### src/rtl/hamming_pkg.sv
// Shared Hamming(15,11) types and constants: widths, parity positions, slot FSM states.
package hamming_pkg;
  localparam int DATA_W = 11;
  localparam int CODE_W = 15;
  localparam int P1_IDX = 0;
  localparam int P2_IDX = 1;
  localparam int P4_IDX = 3;
  localparam int P8_IDX = 7;

  typedef logic [0:DATA_W-1] data_t;
  typedef logic [0:CODE_W-1] code_t;
  typedef enum logic {EMPTY, FULL} state_t;
endpackage

### src/rtl/calcula_hamming.sv
// Combinational Hamming(15,11) encoder, even parity; index 0 = codeword position 1.
module calcula_hamming
  import hamming_pkg::*;
(
  input  data_t data,
  output code_t code
);
  always_comb begin
    code         = '0;
    code[P1_IDX] = data[0] ^ data[1] ^ data[3] ^ data[4] ^ data[6] ^ data[8] ^ data[10];
    code[P2_IDX] = data[0] ^ data[2] ^ data[3] ^ data[5] ^ data[6] ^ data[9] ^ data[10];
    code[P4_IDX] = data[1] ^ data[2] ^ data[3] ^ data[7] ^ data[8] ^ data[9] ^ data[10];
    code[P8_IDX] = data[4] ^ data[5] ^ data[6] ^ data[7] ^ data[8] ^ data[9] ^ data[10];
    code[2]      = data[0];
    code[4:6]    = data[1:3];
    code[8:14]   = data[4:10];
  end
endmodule

### src/rtl/rr_arbiter.sv
// Pointer-based round-robin arbiter: combinational one-hot grant, pointer advances past the winner on upd.
module rr_arbiter #(
  parameter int N = 4,
  parameter int W = (N > 1) ? $clog2(N) : 1
) (
  input  logic         clk,
  input  logic         rst_n,
  input  logic [N-1:0] req,
  input  logic         upd,
  output logic [N-1:0] grant,
  output logic [W-1:0] grant_idx
);
  logic [W-1:0] ptr;
  logic         found;
  int           j;

  always_comb begin
    grant     = '0;
    grant_idx = '0;
    found     = 1'b0;
    j         = 0;
    for (int k = 0; k < N; k++) begin
      j = int'(ptr) + k;
      if (j >= N) j = j - N;
      if (!found && req[j[W-1:0]]) begin
        found              = 1'b1;
        grant[j[W-1:0]]    = 1'b1;
        grant_idx          = j[W-1:0];
      end
    end
  end

  // Explicit wrap so a non-power-of-two N never yields an out-of-range pointer.
  always_ff @(posedge clk or negedge rst_n) begin
    if (!rst_n) begin
      ptr <= '0;
    end else if (upd) begin
      if (int'(grant_idx) == N - 1) ptr <= '0;
      else                          ptr <= grant_idx + 1'b1;
    end
  end
endmodule

### src/rtl/hamming_enc_arbiter.sv
// Round-robin shares one Hamming(15,11) encoder across NUM_REQ requesters into a 1-deep valid/ready slot (1-cycle latency).
// Macro HAMMING_ENC_ARB_SECDED_EN adds out_pall (overall even parity, SECDED 16,11).
module hamming_enc_arbiter
  import hamming_pkg::*;
#(
  parameter int NUM_REQ = 4,
  parameter int SRC_W   = $clog2(NUM_REQ),
  parameter int CNT_W   = 16
) (
  input  logic                      clk,
  input  logic                      rst_n,
  input  logic [NUM_REQ-1:0]        req_valid,
  input  logic [NUM_REQ*DATA_W-1:0] req_data,
  output logic [NUM_REQ-1:0]        req_ready,
  output logic                      out_valid,
  input  logic                      out_ready,
  output code_t                     out_code,
  output logic [SRC_W-1:0]          out_src,
  output logic [CNT_W-1:0]          word_cnt
`ifdef HAMMING_ENC_ARB_SECDED_EN
  , output logic                    out_pall
`endif
);
  localparam int IDX_W = $clog2(NUM_REQ);

  state_t             state;
  logic               load_en;
  logic               hs;
  logic [NUM_REQ-1:0] grant;
  logic [IDX_W-1:0]   gidx;
  data_t              words [NUM_REQ];
  data_t              word;
  code_t              enc;

  for (genvar i = 0; i < NUM_REQ; i++) begin : g_word
    for (genvar k = 0; k < DATA_W; k++) begin : g_bit
      assign words[i][k] = req_data[i*DATA_W + k];
    end
  end

  rr_arbiter #(.N(NUM_REQ)) u_arb (
    .clk       (clk),
    .rst_n     (rst_n),
    .req       (req_valid),
    .upd       (hs),
    .grant     (grant),
    .grant_idx (gidx)
  );

  // rst_n gating keeps req_ready low during reset even though EMPTY would allow a load.
  assign load_en   = (state == EMPTY) || out_ready;
  assign req_ready = grant & {NUM_REQ{load_en & rst_n}};
  assign hs        = |req_ready;
  assign word      = words[gidx];

  calcula_hamming u_enc (
    .data (word),
    .code (enc)
  );

  always_ff @(posedge clk or negedge rst_n) begin
    if (!rst_n) begin
      state     <= EMPTY;
      out_valid <= 1'b0;
      out_code  <= '0;
      out_src   <= '0;
      word_cnt  <= '0;
`ifdef HAMMING_ENC_ARB_SECDED_EN
      out_pall  <= 1'b0;
`endif
    end else begin
      if (hs) begin
        out_code <= enc;
        out_src  <= SRC_W'(gidx);
        word_cnt <= word_cnt + 1'b1;
`ifdef HAMMING_ENC_ARB_SECDED_EN
        out_pall <= ^enc;
`endif
      end
      case (state)
        EMPTY: if (hs) begin
          state     <= FULL;
          out_valid <= 1'b1;
        end
        FULL: if (out_ready && !hs) begin
          state     <= EMPTY;
          out_valid <= 1'b0;
        end
        default: begin
          state     <= EMPTY;
          out_valid <= 1'b0;
        end
      endcase
    end
  end
endmodule

### config.mk
export PLATFORM = sky130hd
export DESIGN_NAME = hamming_enc_arbiter
export DESIGN_NICKNAME = d
export VERILOG_FILES = /design/src/rtl/hamming_pkg.sv /design/src/rtl/calcula_hamming.sv /design/src/rtl/rr_arbiter.sv /design/src/rtl/hamming_enc_arbiter.sv
export SDC_FILE = /design/constraint.sdc
export NUM_CORES = 1
export LEC_CHECK = 0
export BUFFER_PORTS_ARGS = -buffer_cell sky130_fd_sc_hd__buf_2
export CELL_PAD_IN_SITES_DETAIL_PLACEMENT = 1
export CELL_PAD_IN_SITES_GLOBAL_PLACEMENT = 2
export CORE_MARGIN = 3
export CORE_UTILIZATION = 30
export DETAILED_ROUTE_END_ITERATION = 10
export GPL_TIMING_DRIVEN = 1
export PLACE_DENSITY = 0.77
export SYNTH_ARGS = -nofsm -noshare
export SYNTH_HDL_FRONTEND = slang
export SYNTH_SLANG_ARGS = --single-unit
### constraint.sdc
create_clock -name clk -period 4.35 [get_ports clk]
set_input_delay 1.305 -clock clk [delete_from_list [all_inputs] [get_ports clk]]
set_output_delay 1.305 -clock clk [all_outputs]
set_load 0.01 [all_outputs]
* Word-level counts from Yosys, hierarchy flattened *
Index checks and enable logic that the tools add are counted.

operators by class
  add/sub/neg operators = 9
  order comparisons = 13
  equal/unequal tests = 3
  muxes and demuxes = 41
  bitwise gates (word level) = 31
  reductions and logical operators = 15

operators by type and width
  cell                     count
  $xor A1 B1 Y1            24
  $bmux W11 S2             1
  $mux W11                 2
  $mux W2                  9
  $add A16 B1 Y16 const B  1
  $mux W4                  4
  $mux W1                  15
  $ge A3 B3 Y1 const B     4
  $lt A2 B3 Y1 const B     4
  $or A4 B4 Y4             3
  $bmux W1 S2              4
  $demux W1 S2             4
  $ge A2 B1 Y1 const B     4
  $logic_and A1 B1 Y1      8
  $sub A2 B1 Y2 const B    4
  $add A2 B2 Y3 const B    2
  $and A4 B4 Y4            1
  $logic_not A1 Y1         4
  $pmux W1 S2              2
  $reduce_or A4 Y1         1
  $add A2 B1 Y3 const B    1
  $ge A2 B3 Y1 const B     1
  $not A2 Y3               1
  $add A2 B1 Y2 const B    1
  7 further kinds          7

storage, ports and cells
  bits in registers = 37
  bits of input ports = 51
  output and inout bits = 38
  logic and storage cells = 118

* Depth between registers and ports, before layout *
Gate-level depths: netlist (run 1).

  depth after elaboration = 24
  gate-level depth with buffers = 16
  depth with buffers taken out = 13

* Modules after synthesis *
Synthesis (run 1) repeated with hierarchy kept, for this count alone.

unflattened totals
  cells, all modules = 260
  area total of the unflattened synthesis = 2697.6 um2

modules (own cells, without submodules)
  module               times used  cells an instance  area each (um2)  sequential area each (um2)
  hamming_enc_arbiter  1           162                1751.7           875.8
  rr_arbiter           1           75                 648.1            50.0
  calcula_hamming      1           23                 297.8            0.0

* Worst setup path before layout (run 1) *
No wires, ideal clock.

  path kind = input to output
  start = in req_valid[1]
  end = out req_ready[0]
  data arrival time = 2.485 ns
  required time = 3.045 ns
  setup slack = 0.560 ns
  stages = 5
  path buffers = 1
  cell sequence = buf_4 -> mux4_2 -> nor2b_4 -> a222oi_1 -> a21oi_1

on the way
  longest elaborated chain between the ends = 13
  elaborated cells between the ends (all ways) = 25
  those cells by class = mux (15); bitwise (4); reduce/logical (6)

RTL lines
  item                           RTL line                   text
  start: declaration             hamming_enc_arbiter.sv:12  input logic [NUM_REQ-1:0] req_valid,
  $bmux W1 S2                    rr_arbiter.sv:25           if (!found && req[j[W-1:0]]) begin
  $mux W1 (not written as such)  rr_arbiter.sv:25
  $mux W1                        rr_arbiter.sv:25
  $logic_not A1 Y1               rr_arbiter.sv:25
  $logic_and A1 B1 Y1            rr_arbiter.sv:25
  $mux W1                        rr_arbiter.sv:25
  $logic_not A1 Y1               rr_arbiter.sv:25
  $logic_and A1 B1 Y1            rr_arbiter.sv:25
  $mux W1                        rr_arbiter.sv:25
  $logic_not A1 Y1               rr_arbiter.sv:25
  $logic_and A1 B1 Y1            rr_arbiter.sv:25
  $mux W4 (*)                    rr_arbiter.sv:25
  $and A4 B4 Y4 (*)              hamming_enc_arbiter.sv:52  assign req_ready = grant & {NUM_REQ{load_en & rst_n}};
  end: declaration               hamming_enc_arbiter.sv:14  output logic [NUM_REQ-1:0] req_ready,

Mark *: on every way between the ends. The rest lies on a longest branch, timed or not. The select of a mux whose other input is x is not followed.

* Worst setup path in the final report (run 1) *
  start = in req_valid[3]
  end = out req_ready[1]

The elaborated chain is that of the path after synthesis.

==> impl_metrics.json, run 1 <==
{
  "outcome": "complete, no violations",
  "async_reset_ff_share_pct": 100.0,
  "drc": 0,
  "syn_area_sq_um": 2764,
  "hold_viol_final": 0,
  "first_iter_violations": 84,
  "clock_sinks": 37,
  "clk_latency_ns": 0.29,
  "htree_levels": 2,
  "ir_drop_mv": 0.4113,
  "wire_per_inst_um": 15.90,
  "synth_edf_count": 0,
  "synth_top_area_share_pct": 33.50,
  "numCtsBuffers": 5,
  "place_congestion": 0.7883,
  "drive_gt1_share_pct": 36.24,
  "fin_crit_sh_pct": 93.75,
  "postSynthAreaPerCell_sq_um": 9.498,
  "viasPerCell": 5.043,
  "yosysUniqueCellTypes": 55,
  "ctsResizeCount": 0,
  "synth_cells": 291,
  "r2r-start": "u_arb.ptr[0]",
  "core_area_sq_um": 8848,
  "diodes": 0,
  "pre_cts_slack_ns": 0.2194,
  "dr.max_layer_used": "met4",
  "fin_skew_ns": 0.009868,
  "maxCapViolCount": 0,
  "nets": 437,
  "multiInputGateArea_sq_um": 1687,
  "cts_tree": "built",
  "dr.pass1.iters": 5,
  "ys_seq_area_share_pct": 33.50,
  "place_area_sq_um": 3309,
  "worstPathArrival_ns": 2.77,
  "cp-start-kind": "primary input",
  "hold_class": "reg2reg",
  "layoutNonFillerInstCount": 486,
  "design_area_sq_um": 3430,
  "crit_type": "in2out",
  "power_per_cell_area_nw_per_um2": 1069,
  "fp.dieW_um": 102.0,
  "tightest_slew_ns": 0.4839,
  "ys.flop_type": "dfrtp_1",
  "fill_cells": 1076,
  "yosysTopAreaCell": "dfrtp_1",
  "port_buffers": 88,
  "synth_nets": 351,
  "route.met3.wl_um": 354,
  "io_pins": 89,
  "grt_pass1_wl_um": 12590,
  "area_growth_syn_to_layout_pct": 24.08,
  "grt_setup_unrepaired": "false",
  "seqCellArea_sq_um": 925.9,
  "grt_pass1_vias": 2570,
  "antenna_found_initial": 0,
  "cts_hold_buf": 0,
  "setup_viol": 0,
  "start_util_pct": 31.24,
  "grtUsageTotal_pct": 15.06,
  "p_leak_nw": 1.681,
  "setup_ws_ns": 0.2717,
  "cts_setup_buffers": 0,
  "die_h_um": 102.0,
  "clk_pin_slew_ns": 0.08,
  "grt_max_degree": 41,
  "slew_headroom_pct": 67.74,
  "crit_required_ns": 3.04,
  "synth_warnings": 0,
  "cts_root_buf": "clkbuf_8",
  "hpwl_um": 6007,
  "end_kind": "primary output",
  "grt_remaining_overflow": 0,
  "dieArea_sq_um": 10400,
  "met1_length_um": 3389,
  "tns_ns": 0,
  "placed_cells": 478,
  "drv_slew": 0,
  "path_max_fanout": 12,
  "min_from": "state",
  "rows": 34,
  "layout_min_cycle_time_ns": 4.078,
  "clock_path_buffers": 2,
  "routed_wl_um": 7725,
  "fin_util_pct": 38.76,
  "cp-startpoint": "req_valid[3]",
  "vias": 2451,
  "wl_met2_um": 3890,
  "fmax_mhz": 245.2,
  "antenna_left": 0,
  "netlist_top_cells_area": "dfrtp_1, nand2_1, xnor2_1",
  "p_total_mw": 3.667,
  "synth_seq_cells": 37,
  "whs_ns": 0.4566
}
[synthesized netlist by cell type (all sizes together), types with 6 or more instances]
| master | instances |
|---|---|
| xnor2 | 18 |
| nor3 | 6 |
| xnor3 | 6 |
| mux2 | 9 |
| o21ai | 23 |
| a21oi | 20 |
| ha | 9 |
| dfrtp | 37 |
| nor3b | 6 |
| nand3 | 6 |
| mux2i | 7 |
| nand2 | 63 |
| buf | 16 |
[per-layer routing]
| metal | up-vias | global-route usage, % |
|---|---|---|
| li1 | 1200 | - |
| met1 | 1189 | 19.48 |
| met2 | 55 | 26.19 |
| met3 | 7 | 2.935 |
| met4 | 0 | 3.128 |
| met5 | - | 0 |
[state kept, by name (all words and copies together), names as in the netlist]
| register | count |
|---|---|
| word_cnt | 16 |
| out_code | 15 |
| out_src | 2 |
| u_arb.ptr | 2 |
| out_valid | 1 |
| state | 1 |
[area by class of cell]
type	instances	area share, %
Sequential cell	37	27.00
Multi-Input combinational cell	230	49.18
Clock inverter	2	1.094
Tap cell	108	3.940
Inverter	5	0.6202
Timing Repair Buffer	98	15.76
Clock buffer	6	2.408
[critical path: stages]
cell	delay (ns)
buf_2	0.16
mux4_2	0.56
a222oi_1	0.42
a21oi_1	0.15
buf_2	0.17
[layout by cell type, fill, tap and decap left out, types with 2 or more instances in the layout]
cell type	Yosys	final
and3b_1	3	3
o21ai_0	16	16
and4_1	5	5
ha_1	9	9
xnor3_1	5	5
nand3_1	6	6
buf_12	0	2
a21oi_2	2	2
a21oi_1	18	18
nor2b_1	2	2
nand4_1	4	4
inv_1	2	2
buf_4	3	8
o31ai_1	2	2
nor3b_1	3	3
nor2_1	3	3
mux2_2	8	8
xor2_1	3	3
o21ai_1	6	6
buf_2	7	88
a32o_1	5	5
xnor2_1	18	18
clkbuf_8	0	6
nor3b_2	3	3
a211oi_1	3	3
nand2_1	62	62
inv_2	2	2
mux2i_1	6	6
nand2b_1	4	4
nor3_1	5	5
and3_1	4	4
dfrtp_1	37	37
a222oi_1	4	4
[worst paths after layout]
kind                                end  slack [ns]  cells past startpoint
max                        req_ready[1]        0.27                      5
min                           out_valid        0.46                      1
max in group asynchronous  u_arb.ptr[1]        2.93                      2
max reg2reg                out_code[14]        0.69                     13
min in group asynchronous     out_valid        1.07                      2
min reg2reg                   out_valid        0.46                      1
[power by group]
group	switching (mW)	internal [mW]	leakage (nW)
logic	1.35	1.42	1.15
registers	0.0899	0.490	0.469
clock network	0.128	0.186	0.0574
total	1.57	2.10	1.68
[cells by family (layout without fill, tap and decap cells)]
| group | Yosys count | count (layout) | synth area share [%] |
|---|---|---|---|
| AO/OA/AOI/OAI | 64 | 64 | 15.84 |
| XOR/XNOR | 27 | 27 | 11.59 |
| adder cells (fa/ha/maj) | 9 | 9 | 4.074 |
| buffers and inverters | 24 | 111 | 5.704 |
| flip-flops | 37 | 37 | 33.50 |
| multiplexers | 17 | 17 | 7.605 |
| AND/OR/NAND/NOR | 113 | 113 | 21.68 |
No activity file was read; power rests on OpenSTA's default activity.
==> inputs of run 2 (changes only) <==
--- a/config.mk
+++ b/config.mk
@@ -10,6 +10,7 @@
 export CELL_PAD_IN_SITES_GLOBAL_PLACEMENT = 2
 export CORE_MARGIN = 3
 export CORE_UTILIZATION = 30
+export CTS_BUF_LIST = sky130_fd_sc_hd__clkbuf_16
 export DETAILED_ROUTE_END_ITERATION = 10
 export GPL_TIMING_DRIVEN = 1
 export PLACE_DENSITY = 0.77
==> run 2 against run 1 <==
Utilization grew 0.52 points. Wire length increased by 0.72%. Setup slack about the same. Worst hold slack worse by 0.0021 ns. Highest routed layer unchanged.
==> impl_metrics.json, run 2 (synthesized netlist as in run 1, its figures left out) <==
{
  "io_pins": 89,
  "die_h_um": 102.0,
  "layout_min_cycle_time_ns": 4.078,
  "ir_drop_mv": 0.4117,
  "rows": 34,
  "grt_pass1_vias": 2568,
  "port_buffers": 88,
  "numCtsBuffers": 5,
  "wire_per_inst_um": 16.01,
  "hold_class": "reg2reg",
  "htree_levels": 2,
  "grt_pass1_wl_um": 12770,
  "grt_remaining_overflow": 0,
  "drive_gt1_share_pct": 35.98,
  "viasPerCell": 5.074,
  "dr.pass1.iters": 5,
  "vias": 2466,
  "grt_max_degree": 41,
  "crit_chain": "buf_2 -> mux4_2 -> a222oi_1 -> a21oi_1 -> buf_2",
  "diodes": 0,
  "core_area_sq_um": 8848,
  "pre_cts_slack_ns": 0.2194,
  "drv_slew": 0,
  "cts_tree": "built",
  "clock_sinks": 37,
  "dr.max_layer_used": "met4",
  "top_register": "word_cnt",
  "path_max_fanout": 12,
  "place_congestion": 0.7883,
  "largest_register_ffs": 16,
  "drc": 0,
  "fmax_mhz": 245.2,
  "nets": 437,
  "clock_path_buffers": 2,
  "hold_viol_final": 0,
  "crit_slowest_cell": "mux4_2",
  "fin_crit_sh_pct": 93.75,
  "end_kind": "primary output",
  "met1_length_um": 3443,
  "ctsResizeCount": 0,
  "hpwl_um": 6007,
  "worstPathArrival_ns": 2.77,
  "crit_type": "in2out",
  "tightest_slew_ns": 0.4899,
  "grtUsageTotal_pct": 15.29,
  "crit_required_ns": 3.04,
  "clk_latency_ns": 0.28,
  "grt_setup_unrepaired": "false",
  "reg_top3": "word_cnt x16, out_code x15",
  "wl_met2_um": 3874,
  "first_iter_violations": 101,
  "cts_hold_buf": 0,
  "routed_wl_um": 7781,
  "max_stage_delay_ns": 0.56,
  "p_leak_nw": 1.701,
  "setup_viol": 0,
  "timing.critical_path.mode_cell": "buf_2",
  "setup_ws_ns": 0.2718,
  "clk_pin_slew_ns": 0.06,
  "start_util_pct": 31.24,
  "cp-start-kind": "primary input",
  "power_per_cell_area_nw_per_um2": 1086,
  "cts_root_buf": "clkbuf_16",
  "outcome": "complete, no violations",
  "antenna_left": 0,
  "antenna_found_initial": 0,
  "cts_setup_buffers": 0,
  "route.met3.wl_um": 369,
  "maxCapViolCount": 0,
  "final_common_cell": "buf_2",
  "dieArea_sq_um": 10400,
  "area_growth_syn_to_layout_pct": 25.76,
  "final_cell_mix": "buf_2, nand2_1, dfrtp_1",
  "fin_skew_ns": 0.005941,
  "tns_ns": 0,
  "slew_headroom_pct": 67.34,
  "fp.dieW_um": 102.0
}
run 2: path summary, 6_finish.rpt:
kind	startpoint	to	depth (start not counted)	slack (ns)
max in group asynchronous	rst_n	out_src[0]	2	2.91
worst max register to register	u_arb.ptr[0]	out_code[14]	13	0.70
worst min-delay path	state	out_valid	1	0.45
min in group asynchronous	rst_n	out_valid	2	1.09
worst min register to register	state	out_valid	1	0.45
worst max-delay path	req_valid[3]	req_ready[1]	5	0.27
run 2: report_power, final:
group	internal, mW	total (mW)	switching, mW
clock network	0.268	0.413	0.145
logic	1.42	2.78	1.36
registers	0.491	0.580	0.0892
run 2: metrics by stage:
| stage | hold slack (ns) | cell area, sq um | std cells | power [mW] | utilization, % |
|---|---|---|---|---|---|
| floorplan | 0.4188 | 2764 | 291 | 2.741 | - |
| finish | 0.4545 | 3476 | 486 | 3.774 | 39.28 |
| CTS | 0.4609 | 3476 | 486 | 3.835 | 39.28 |
| global placement | 0.4327 | 3309 | 478 | 3.307 | 37.40 |
| global route | 0.4894 | 3476 | 486 | 4.094 | 39.28 |
| detailed placement | 0.4537 | 3309 | 478 | 3.409 | 37.40 |
run 2: area by class of cell:
type / count / area, sq um
fill: 1076 / 5373
multi-input combinational: 230 / 1687
sequential: 37 / 925.9
timing repair buffer: 98 / 540.5
tap: 108 / 135.1
clock buffer: 5 / 125.1
clock inverter: 3 / 41.29
inverter: 5 / 21.27
run 2: worst max-delay path: cells and delay by family:
family / cells / cell delay (ns)
buffers and inverters: 2 / 0.33
AOI/OAI and AO/OA: 2 / 0.57
muxes: 1 / 0.56
run 2: metal layers:
layer | vias to the layer above | GRT usage [%]
met5 | - | 0
met4 | 0 | 3.229
met3 | 9 | 3.140
met2 | 55 | 26.24
met1 | 1199 | 19.95
li1 | 1203 | -
==> inputs of run 3 (changes only) <==
--- a/config.mk
+++ b/config.mk
@@ -9,11 +9,13 @@
 export CELL_PAD_IN_SITES_DETAIL_PLACEMENT = 1
 export CELL_PAD_IN_SITES_GLOBAL_PLACEMENT = 2
 export CORE_MARGIN = 3
-export CORE_UTILIZATION = 30
+export CORE_UTILIZATION = 27
 export CTS_BUF_LIST = sky130_fd_sc_hd__clkbuf_16
 export DETAILED_ROUTE_END_ITERATION = 10
 export GPL_TIMING_DRIVEN = 1
-export PLACE_DENSITY = 0.77
+export MAX_ROUTING_LAYER = met4
+export PLACE_DENSITY = 0.73
+export RECOVER_POWER = 50
 export SYNTH_ARGS = -nofsm -noshare
 export SYNTH_HDL_FRONTEND = slang
 export SYNTH_SLANG_ARGS = --single-unit
==> constraint.sdc (replaced) <==
create_clock -name clk -period 3.7 [get_ports clk]
set_input_delay 1.11 -clock clk [delete_from_list [all_inputs] [get_ports clk]]
set_output_delay 1.11 -clock clk [all_outputs]
set_load 0.01 [all_outputs]
==> run 3 against run 2 <==
The run now ends with max-capacitance violations, max-slew violations left. Largest power group unchanged. Utilization shrank 0.15 points. Global-route usage shrank 0.16 points. Critical endpoint unchanged. Highest routed layer unchanged. Non-clock buffer count grew 44. Clock skew shrank 0.0030 ns. Via count grew 5.8%.
==> impl_metrics.json, run 3 (synthesized netlist as in run 1, its figures left out) <==
{
  "grt_max_degree": 38,
  "violations": "max-capacitance violations, max-slew violations",
  "numCtsBuffers": 5,
  "core_area_sq_um": 9864,
  "setup_viol": 0,
  "wire_per_inst_um": 15.00,
  "dieArea_sq_um": 11490,
  "hpwl_um": 6406,
  "layout_min_cycle_time_ns": 3.700,
  "whs_ns": 0.4417,
  "io_pins": 89,
  "rows": 36,
  "grt_pass1_vias": 2735,
  "route.met3.wl_um": 324,
  "cts_hold_buf": 0,
  "routed_wl_um": 8324,
  "cts_tree": "built",
  "fmax_mhz": 270.3,
  "clock_path_buffers": 2,
  "end_kind": "primary output",
  "fin_util_pct": 39.13,
  "dr.max_layer_used": "met4",
  "antenna_left": 0,
  "outcome": "complete, but fails checks",
  "place_area_sq_um": 3643,
  "grt_remaining_overflow": 0,
  "worstPathArrival_ns": 2.59,
  "final_common_cell": "buf_2",
  "cp-start-kind": "primary input",
  "met1_length_um": 3604,
  "crit_buf_inv": 4,
  "hold_viol_final": 0,
  "vias": 2608,
  "grtUsageTotal_pct": 15.13,
  "tns_ns": 0,
  "clk_latency_ns": 0.28,
  "p_leak_nw": 1.862,
  "crit_chain": "buf_8 -> mux2i_2 -> mux2i_1 -> buf_4 -> nor2b_4 -> buf_4 -> a222oi_1 -> a21oi_1 -> buf_2",
  "path_max_fanout": 9,
  "place_congestion": 0.8281,
  "timing.critical_path.mode_cell": "buf_4",
  "htree_levels": 2,
  "crit_type": "in2out",
  "grt_setup_unrepaired": "true",
  "nets": 481,
  "crit_required_ns": 2.59,
  "drc": 0,
  "hold_class": "reg2reg",
  "grt_pass1_wl_um": 13590,
  "top_register": "word_cnt",
  "diodes": 0,
  "power_per_cell_area_nw_per_um2": 1292,
  "design_area_sq_um": 3860,
  "slew_headroom_pct": -31.81,
  "cts_root_buf": "clkbuf_16",
  "maxCapViolCount": 1,
  "ir_drop_mv": 0.5607,
  "die_h_um": 107.2,
  "largest_register_ffs": 16,
  "fin_crit_sh_pct": 99.99,
  "setup_ws_ns": 0.0004285,
  "tightest_slew_ns": 1.977,
  "reg_top3": "word_cnt x16, out_code x15",
  "max_stage_delay_ns": 0.30,
  "first_iter_violations": 120,
  "viasPerCell": 4.699,
  "crit_slowest_cell": "a222oi_1",
  "dr.pass1.iters": 4,
  "fp.dieW_um": 107.2,
  "wl_met2_um": 4318,
  "start_util_pct": 28.02,
  "path_delay_family": "buffers and inverters",
  "fin_skew_ns": 0.002939,
  "drive_gt1_share_pct": 38.39,
  "pre_cts_slack_ns": -0.08451,
  "final_cell_mix": "buf_2, nand2_1, buf_4",
  "area_growth_syn_to_layout_pct": 39.66,
  "clock_sinks": 37,
  "antenna_found_initial": 0,
  "clk_pin_slew_ns": 0.05,
  "drv_slew": 38,
  "port_buffers": 88
}
[run 3: cell type report]
class,instances,area (sq um)
Fill cell,1174,6005
Multi-Input combinational cell,230,1697
Sequential cell,37,925.9
Timing Repair Buffer,142,909.6
Tap cell,133,166.4
Clock buffer,5,125.1
Inverter,5,23.77
Clock inverter,3,12.51
[run 3: power by group]
part / switching, mW / internal [mW]
clock network: 0.156 / 0.243
registers: 0.109 / 0.577
logic: 1.69 / 2.22
[run 3: worst register-to-register path, stage by stage, from the launching register on]
cell and delay (ns):
dfrtp_1 0.38, inv_4 0.08, ha_2 0.38, mux2i_2 0.25, mux2i_1 0.14, buf_4 0.16, nor2b_4 0.12, buf_4 0.14
a222oi_1 0.32, a21oi_1 0.14, buf_4 0.14, buf_4 0.12, nor4_2 0.27, buf_4 0.21, nor2b_1 0.07, and3_1 0.26
xor2_1 0.18
[run 3: path summary, 6_finish.rpt]
check,from,end,slack [ns],cells past startpoint
worst max-delay path,req_valid[0],req_ready[1],0.0004,9
worst min-delay path,state,out_valid,0.44,1
worst max register to register,u_arb.ptr[0],word_cnt[4],0.19,16
worst min register to register,state,out_valid,0.44,1
max in group asynchronous,rst_n,word_cnt[13],1.03,2
min in group asynchronous,rst_n,out_valid,1.54,2
[run 3: stage by stage]
stage,power [mW],cells
5_1_grt,5.431,555
6_report,4.988,555
4_1_cts,5.034,550
3_5_place_dp,4.576,540
2_1_floorplan,3.223,291
3_3_place_gp,4.500,540
[run 3: metal layers]
layer	global-route usage [%]	vias up
li1	-	1291
met1	18.61	1252
met2	26.23	58
met3	2.408	7
met4	3.288	0
met5	-	-
[run 3: timing repair]
item,CTS,global route
pin swaps,3,3
endpoints found under the setup margin,4,8
hold endpoints to repair,0,0
setup buffers,2,5
resized for setup,6,11
